File: src/rtl/memory_stage.sv
// Pipeline MEM stage: issues loads/stores over a valid/ready command port, aligns
// returned load data to bit 0 and registers every field consumed by write-back.
// Optional build macro: MEM_STAGE_MISALIGN_CHECK_EN -- when defined, misaligned
// half/word accesses are not issued and are flagged on out_misaligned instead.
module memory_stage (
  input  logic        clk,
  input  logic        rst_n,
  input  logic        in_valid,
  input  logic        flush,
  input  logic [31:0] in_reg_pc,
  input  logic [31:0] in_alu_out,
  input  logic [31:0] in_rs2_data,
  input  logic        in_mem_wen,
  input  logic [1:0]  in_store_size,
  input  logic [3:0]  in_wb_sel,
  input  logic [31:0] in_csr_rdata,
  input  logic [31:0] in_br_target,
  input  logic [31:0] in_trap_vector,
  input  logic [4:0]  in_wb_addr,
  input  logic [2:0]  in_csr_cmd,
  input  logic        in_jmp_flg,
  input  logic        in_rf_wen,
  input  logic        in_br_flg,
  output logic        stall,
  output logic        mem_cmd_valid,
  input  logic        mem_cmd_ready,
  output logic        mem_cmd_write,
  output logic [31:0] mem_addr,
  output logic [31:0] mem_wdata,
  output logic [3:0]  mem_wmask,
  input  logic        mem_rdata_valid,
  input  logic [31:0] mem_rdata,
  output logic [31:0] out_reg_pc,
  output logic [3:0]  out_wb_sel,
  output logic [31:0] out_memory_rdata,
  output logic [31:0] out_alu_out,
  output logic [31:0] out_csr_rdata,
  output logic [31:0] out_br_target,
  output logic [31:0] out_trap_vector,
  output logic [4:0]  out_wb_addr,
  output logic [2:0]  out_csr_cmd,
  output logic        out_jmp_flg,
  output logic        out_rf_wen,
  output logic        out_br_flg,
  output logic        out_misaligned
);

  // Write-back select encodings for loads (mirrors include/core.v)
  localparam logic [3:0] WbMemW  = 4'd1;
  localparam logic [3:0] WbMemB  = 4'd2;
  localparam logic [3:0] WbMemBu = 4'd3;
  localparam logic [3:0] WbMemH  = 4'd4;
  localparam logic [3:0] WbMemHu = 4'd5;

  localparam logic [31:0] BubblePc = 32'hffffffff;

  typedef enum logic [1:0] {StIdle, StReq, StWait, StDone} state_t;

  state_t      state_q;
  logic [31:0] addr_q;
  logic [31:0] wdata_q;
  logic [3:0]  wmask_q;
  logic        write_q;
  logic [31:0] rdata_q;

  logic        is_load;
  logic        is_mem;
  logic [1:0]  acc_size;
  logic [1:0]  off;
  logic [31:0] st_wdata;
  logic [3:0]  st_wmask;
  logic        trap;
  logic        issue;
  logic        do_bubble;
  logic        do_capture;

  // Decode the incoming instruction: memory op, access size and store lanes
  always_comb begin
    is_load  = (in_wb_sel == WbMemW) || (in_wb_sel == WbMemB) || (in_wb_sel == WbMemBu) ||
               (in_wb_sel == WbMemH) || (in_wb_sel == WbMemHu);
    is_mem   = in_mem_wen || is_load;
    off      = in_alu_out[1:0];
    acc_size = 2'd2;
    if (in_mem_wen) begin
      acc_size = in_store_size;
    end else if ((in_wb_sel == WbMemB) || (in_wb_sel == WbMemBu)) begin
      acc_size = 2'd0;
    end else if ((in_wb_sel == WbMemH) || (in_wb_sel == WbMemHu)) begin
      acc_size = 2'd1;
    end
    // Lanes that would land past byte 3 fall off the 4-bit mask / 32-bit data
    case (acc_size)
      2'd0: begin
        st_wdata = {4{in_rs2_data[7:0]}};
        st_wmask = 4'b0001 << off;
      end
      2'd1: begin
        st_wdata = {2{in_rs2_data[15:0]}};
        st_wmask = 4'b0011 << off;
      end
      default: begin
        st_wdata = in_rs2_data << {off, 3'b000};
        st_wmask = 4'b1111 << off;
      end
    endcase
  end

`ifdef MEM_STAGE_MISALIGN_CHECK_EN
  logic misaligned_q;

  // Misaligned half/word accesses are retired in IDLE without a command
  assign trap = is_mem && (((acc_size == 2'd1) && off[0]) ||
                           ((acc_size >= 2'd2) && (off != 2'b00)));
  assign out_misaligned = misaligned_q;

  // Flag follows each captured instruction; bubbles and memory results clear it
  always_ff @(posedge clk or negedge rst_n) begin
    if (!rst_n) begin
      misaligned_q <= 1'b0;
    end else if (do_bubble) begin
      misaligned_q <= 1'b0;
    end else if (do_capture) begin
      misaligned_q <= (state_q == StIdle) && trap;
    end
  end
`else
  assign trap           = 1'b0;
  assign out_misaligned = 1'b0;
`endif

  // Stage control: when to start a command, emit a bubble or capture into out_*
  always_comb begin
    issue      = (state_q == StIdle) && in_valid && !flush && is_mem && !trap;
    do_bubble  = (state_q == StIdle) && (!in_valid || flush || issue);
    do_capture = ((state_q == StIdle) && !do_bubble) || (state_q == StDone);
    // Gated by reset so upstream is released the moment reset asserts
    stall      = rst_n && (issue || (state_q == StReq) || (state_q == StWait));
  end

  assign mem_cmd_valid = (state_q == StReq);
  assign mem_cmd_write = write_q;
  assign mem_addr      = addr_q;
  assign mem_wdata     = wdata_q;
  assign mem_wmask     = wmask_q;

  // Transaction FSM; command fields latched on IDLE->REQ and held until handshake
  always_ff @(posedge clk or negedge rst_n) begin
    if (!rst_n) begin
      state_q <= StIdle;
      addr_q  <= 32'd0;
      wdata_q <= 32'd0;
      wmask_q <= 4'd0;
      write_q <= 1'b0;
      rdata_q <= 32'd0;
    end else begin
      case (state_q)
        StIdle: begin
          if (issue) begin
            addr_q  <= {in_alu_out[31:2], 2'b00};
            wdata_q <= in_mem_wen ? st_wdata : 32'd0;
            wmask_q <= in_mem_wen ? st_wmask : 4'd0;
            write_q <= in_mem_wen;
            rdata_q <= {30'd0, off};
            state_q <= StReq;
          end
        end
        StReq: begin
          if (mem_cmd_ready) begin
            state_q <= write_q ? StDone : StWait;
          end
        end
        StWait: begin
          // rdata_q holds the byte offset until the load word returns
          if (mem_rdata_valid) begin
            rdata_q <= mem_rdata >> {rdata_q[1:0], 3'b000};
            state_q <= StDone;
          end
        end
        default: begin
          state_q <= StIdle;
        end
      endcase
    end
  end

  // Write-back register: bubble, or the instruction (plus load data when finishing)
  always_ff @(posedge clk or negedge rst_n) begin
    if (!rst_n) begin
      out_reg_pc       <= BubblePc;
      out_wb_sel       <= 4'd0;
      out_memory_rdata <= 32'd0;
      out_alu_out      <= 32'd0;
      out_csr_rdata    <= 32'd0;
      out_br_target    <= 32'd0;
      out_trap_vector  <= 32'd0;
      out_wb_addr      <= 5'd0;
      out_csr_cmd      <= 3'd0;
      out_jmp_flg      <= 1'b0;
      out_rf_wen       <= 1'b0;
      out_br_flg       <= 1'b0;
    end else if (do_bubble) begin
      out_reg_pc       <= BubblePc;
      out_wb_sel       <= 4'd0;
      out_memory_rdata <= 32'd0;
      out_alu_out      <= 32'd0;
      out_csr_rdata    <= 32'd0;
      out_br_target    <= 32'd0;
      out_trap_vector  <= 32'd0;
      out_wb_addr      <= 5'd0;
      out_csr_cmd      <= 3'd0;
      out_jmp_flg      <= 1'b0;
      out_rf_wen       <= 1'b0;
      out_br_flg       <= 1'b0;
    end else if (do_capture) begin
      // Upstream holds its inputs while stalled, so in_* is still the held instruction
      out_reg_pc       <= in_reg_pc;
      out_wb_sel       <= in_wb_sel;
      out_memory_rdata <= ((state_q == StDone) && !write_q) ? rdata_q : 32'd0;
      out_alu_out      <= in_alu_out;
      out_csr_rdata    <= in_csr_rdata;
      out_br_target    <= in_br_target;
      out_trap_vector  <= in_trap_vector;
      out_wb_addr      <= in_wb_addr;
      out_csr_cmd      <= in_csr_cmd;
      out_jmp_flg      <= in_jmp_flg;
      out_rf_wen       <= in_rf_wen && !((state_q == StIdle) && trap);
      out_br_flg       <= in_br_flg;
    end
  end

endmodule

File: config.mk
export PLATFORM = sky130hd
export DESIGN_NAME = memory_stage
export DESIGN_NICKNAME = d
export VERILOG_FILES = /design/src/rtl/memory_stage.sv
export SDC_FILE = /design/constraint.sdc
export NUM_CORES = 1
export LEC_CHECK = 0
export ABC_AREA = 1
export ABC_CLOCK_PERIOD_IN_PS = 3100
export CAP_MARGIN = 30
export CELL_PAD_IN_SITES_DETAIL_PLACEMENT = 1
export CELL_PAD_IN_SITES_GLOBAL_PLACEMENT = 2
export CORE_MARGIN = 5
export CORE_UTILIZATION = 27
export CTS_BUF_LIST = sky130_fd_sc_hd__clkbuf_4
export CTS_CLUSTER_DIAMETER = 80
export DETAILED_ROUTE_END_ITERATION = 8
export GPL_TIMING_DRIVEN = 0
export PLACE_DENSITY = 0.92
export SLEW_MARGIN = 20
export SYNTH_ARGS = -nofsm -noshare
export SYNTH_HDL_FRONTEND = slang
export SYNTH_SLANG_ARGS = --single-unit
File: constraint.sdc
create_clock -name clk -period 3.1 [get_ports clk]
set_input_delay 0.775 -clock clk [delete_from_list [all_inputs] [get_ports clk]]
set_output_delay 0.775 -clock clk [all_outputs]
set_load 0.02 [all_outputs]
==> flow_metrics.py <==
metrics = {
    "detailed_routing": {
        "wire_per_inst_um": 20.10,
        "drtAntennaViolNets": 0,
        "wl_um": 59630,
        "viasPerCell": 4.724,
        "vias": 14020,
        "dr.first_iter.drc_count": 666,
        "route.detailed.drc": 0,
        "first_pass_iters": 5,
    },
    "cells_and_area": {
        "area_growth_pct": 55.13,
        "fin_cells": 2967,
        "multi_input_area_um2": 4991,
        "fillerInstances": 5923,
        "post_route_cells_drive_above_1_share": 0.1014,
        "seqCellArea_um2": 7749,
        "nNetsFinal": 2488,
    },
    "grt": {
        "grt_pass1_vias": 15050,
        "track_usage": 0.2148,
        "antenna_found_initial": 6,
        "grt_max_degree": 97,
        "grt_pass1_wl_um": 90130,
        "overflow": 0,
    },
    "place": {
        "io_buffers": 523,
        "gp_congestion": 0.8555,
        "dp_hpwl_um": 45610,
        "dp.cells": 2800,
    },
    "timing": {
        "fin_crit_sh": 0.9609,
        "fin_skew_ns": 0.04418,
        "slew_headroom": 0.4645,
        "slew_violations": 0,
        "grt_setup_unrepaired": "no",
        "period_minus_slack_ns": 2.979,
        "tightest_slew_ns": 0.8033,
        "max_freq_mhz": 335.7,
        "final-setup-viol-count": 0,
        "hold_ws_ns": 0.4659,
        "hold_viol_final": 0,
    },
    "cts": {
        "cts_tree": "yes",
        "htree_levels": 3,
        "clkSinkCount": 308,
        "numCtsBuffers": 90,
        "clk_pin_slew_ns": 0.07,
        "clock_latency_ns": 0.79,
        "clock_path_buffers": 3,
        "clockRootBuffer": "clkbuf_4",
    },
    "setup_path": {
        "critPathRequiredTime_ns": 2.32,
        "reg2reg_from": "state_q[1]",
        "startpoint": "in_wb_sel[2]",
        "startpoint_type": "input pin",
        "cp_slowest_cell": "clkdlybuf4s50_1",
        "crit_path_max_fanout": 3,
        "arrival_ns": 2.20,
        "r2r_end": "out_alu_out[28]",
        "critPathKind": "input pin to output pin",
        "path_cells": "clkdlybuf4s50_1 > nor2_1 > nand2_1 > nand4_4 > nand2_2 > buf_8 > nand2_2 > o21ai_1 > inv_1 > buf_6",
        "max_stage_delay_ns": 0.51,
        "ff2ff_path_depth": 7,
        "cp-endpoint": "stall",
        "rrSetupSlack_ns": 0.26,
        "end_kind": "output pin",
        "crit_top_cell": "nand2_2",
    },
    "floorplan": {
        "dieArea_um2": 53950,
        "initial_core_util": 0.2725,
        "core.rowCount": 81,
        "pin_count": 527,
        "die_y_um": 232.3,
        "die_w_um": 232.3,
        "design.core.area_um2": 48950,
    },
    "synthesis": {
        "netlist_instances": 1608,
        "synth-edff-count": 0,
        "synth_warnings": 0,
        "mappedNetlistArea_um2": 13340,
        "synth_cell_types": 28,
        "syn_avg_cell_area_um2": 8.295,
        "ys_seq_area_frac": 0.5808,
        "synthArstFlopShare": 1.000,
        "ys.flop_type": "dfrtp_1",
        "ys_ff_latch": 308,
    },
    "flow_run": {
        "cap_violations": 0,
    },
    "pwr": {
        "p_leak_nw": 9.946,
        "p_total_mw": 22.57,
        "irDropWorstVdd_uv": 342.0,
        "p_per_area_nw_per_um2": 1091,
    },
    "run_status": {
        "status": "finished, final reports clean",
    },
    "worst_hold_path": {
        "hold_path.class": "input pin to async pin",
    },
}
-- final cells by class --
type	instances	area share
Inverter	44	0.007982
Timing Repair Buffer	533	0.2600
Clock inverter	23	0.004475
Tap cell	664	0.04015
Multi-Input combinational cell	1147	0.2412
Sequential cell	308	0.3745
Buffer	111	0.02322
Clock buffer	132	0.04789
Antenna cell	5	0.0006047
-- metrics by stage --
stage	area [um2]	setup TNS [ns]	utilization	setup WS (ns)
after detailed placement	19500	-24.70	0.3984	-1.096
final	20690	0	0.4227	0.1213
after CTS	20650	0	0.4220	0.004472
after global placement	19410	-3787.21	0.3966	-12.68
after global routing	20690	0	0.4226	0.002278
after floorplan	13350	0	-	0.6110
-- worst min path at each step --
stage	end	slack (ns)	cells past startpoint
global placement	rdata_q[5]	0.46	2
floorplan	rdata_q[10]	0.44	2
global route	mem_wdata[25]	0.42	2
CTS	mem_wdata[15]	0.35	2
finish	mem_wdata[25]	0.47	2
detailed placement	out_memory_rdata[28]	0.46	2
-- kinds of logic after synthesis --
group	share of synthesized area
compound gates	0.05394
fa+ha+maj	0.004690
other cells	0.0002811
simple gates	0.3127
buf+inv	0.04756
flops	0.5808
-- power by group --
group	leakage (nW)	internal (mW)	switching, mW
registers	3.91	5.79	0.901
clock network	0.660	1.94	1.85
logic	5.37	4.43	7.66
-- critical path: cells and delay by family --
kind,cells,cell delay (ns)
AO/OA/AOI/OAI,1,0.12
AND/OR/NAND/NOR,5,0.51
buffers and inverters,4,0.81
-- state kept, by name, summed over array words and instances (netlist names), 5 cells and up --
register and flops:
mem_wdata 32, mem_addr 30, out_csr_rdata 32, out_br_target 32, out_reg_pc 32, out_trap_vector 32, out_alu_out 32, out_memory_rdata 32
rdata_q 32, out_wb_addr 5
-- layer usage --
metal | global-route usage | part of all wire | wire (um)
met1 | 0.2568 | 0.41 | 24260
met4 | 0.08475 | 0.028 | 1694
met5 | 0 | 0.00052 | 31
met2 | 0.3684 | 0.50 | 29560
met3 | 0.05845 | 0.068 | 4080
-- cell usage in the layout (no fill, tap or decap), types with 2 or more instances in the layout --
cell type	n
nand2_1	641
clkdlybuf4s50_1	519
dfrtp_1	275
nand3_1	257
clkbuf_4	132
nor2_1	93
clkbuf_1	62
a21oi_1	52
o21ai_0	47
inv_1	41
dfstp_2	32
buf_2	29
clkinv_1	15
buf_1	14
nand4_1	10
buf_4	10
inv_2	8
a22oi_1	7
o22ai_1	6
diode_2	5
o2111ai_1	5
o211ai_1	5
or2_2	4
ha_1	4
conb_1	3
buf_16	3
o21ai_1	2
o221ai_1	2
nand2_2	2
buf_8	2
clkinv_2	2
-- timing repair --
| item | in CTS | in global routing |
|---|---|---|
| setup endpoints to repair | 12 | 2 |
| hold buffers | 1 | 0 |
| hold endpoints to repair | 41 | 0 |
| pin swaps | 3 | 3 |
| gates resized for setup | 16 | 5 |
| buffers inserted | 5 | 1 |
-- synth_stat cells, types with 4 or more instances --
cell type | instances | area share
nand2_1 | 643 | 0.18
dfrtp_1 | 276 | 0.52
nand3_1 | 257 | 0.096
nor2_1 | 93 | 0.026
clkbuf_1 | 63 | 0.018
a21oi_1 | 52 | 0.020
o21ai_0 | 48 | 0.018
inv_1 | 44 | 0.012
dfstp_2 | 32 | 0.063
buf_2 | 30 | 0.011
buf_1 | 14 | 0.0039
nand4_1 | 10 | 0.0047
a22oi_1 | 7 | 0.0039
o22ai_1 | 6 | 0.0028
ha_1 | 5 | 0.0047
o2111ai_1 | 5 | 0.0033
o211ai_1 | 5 | 0.0028
buf_4 | 4 | 0.0023
or2_2 | 4 | 0.0019
Power figures use the tool's default switching activity.
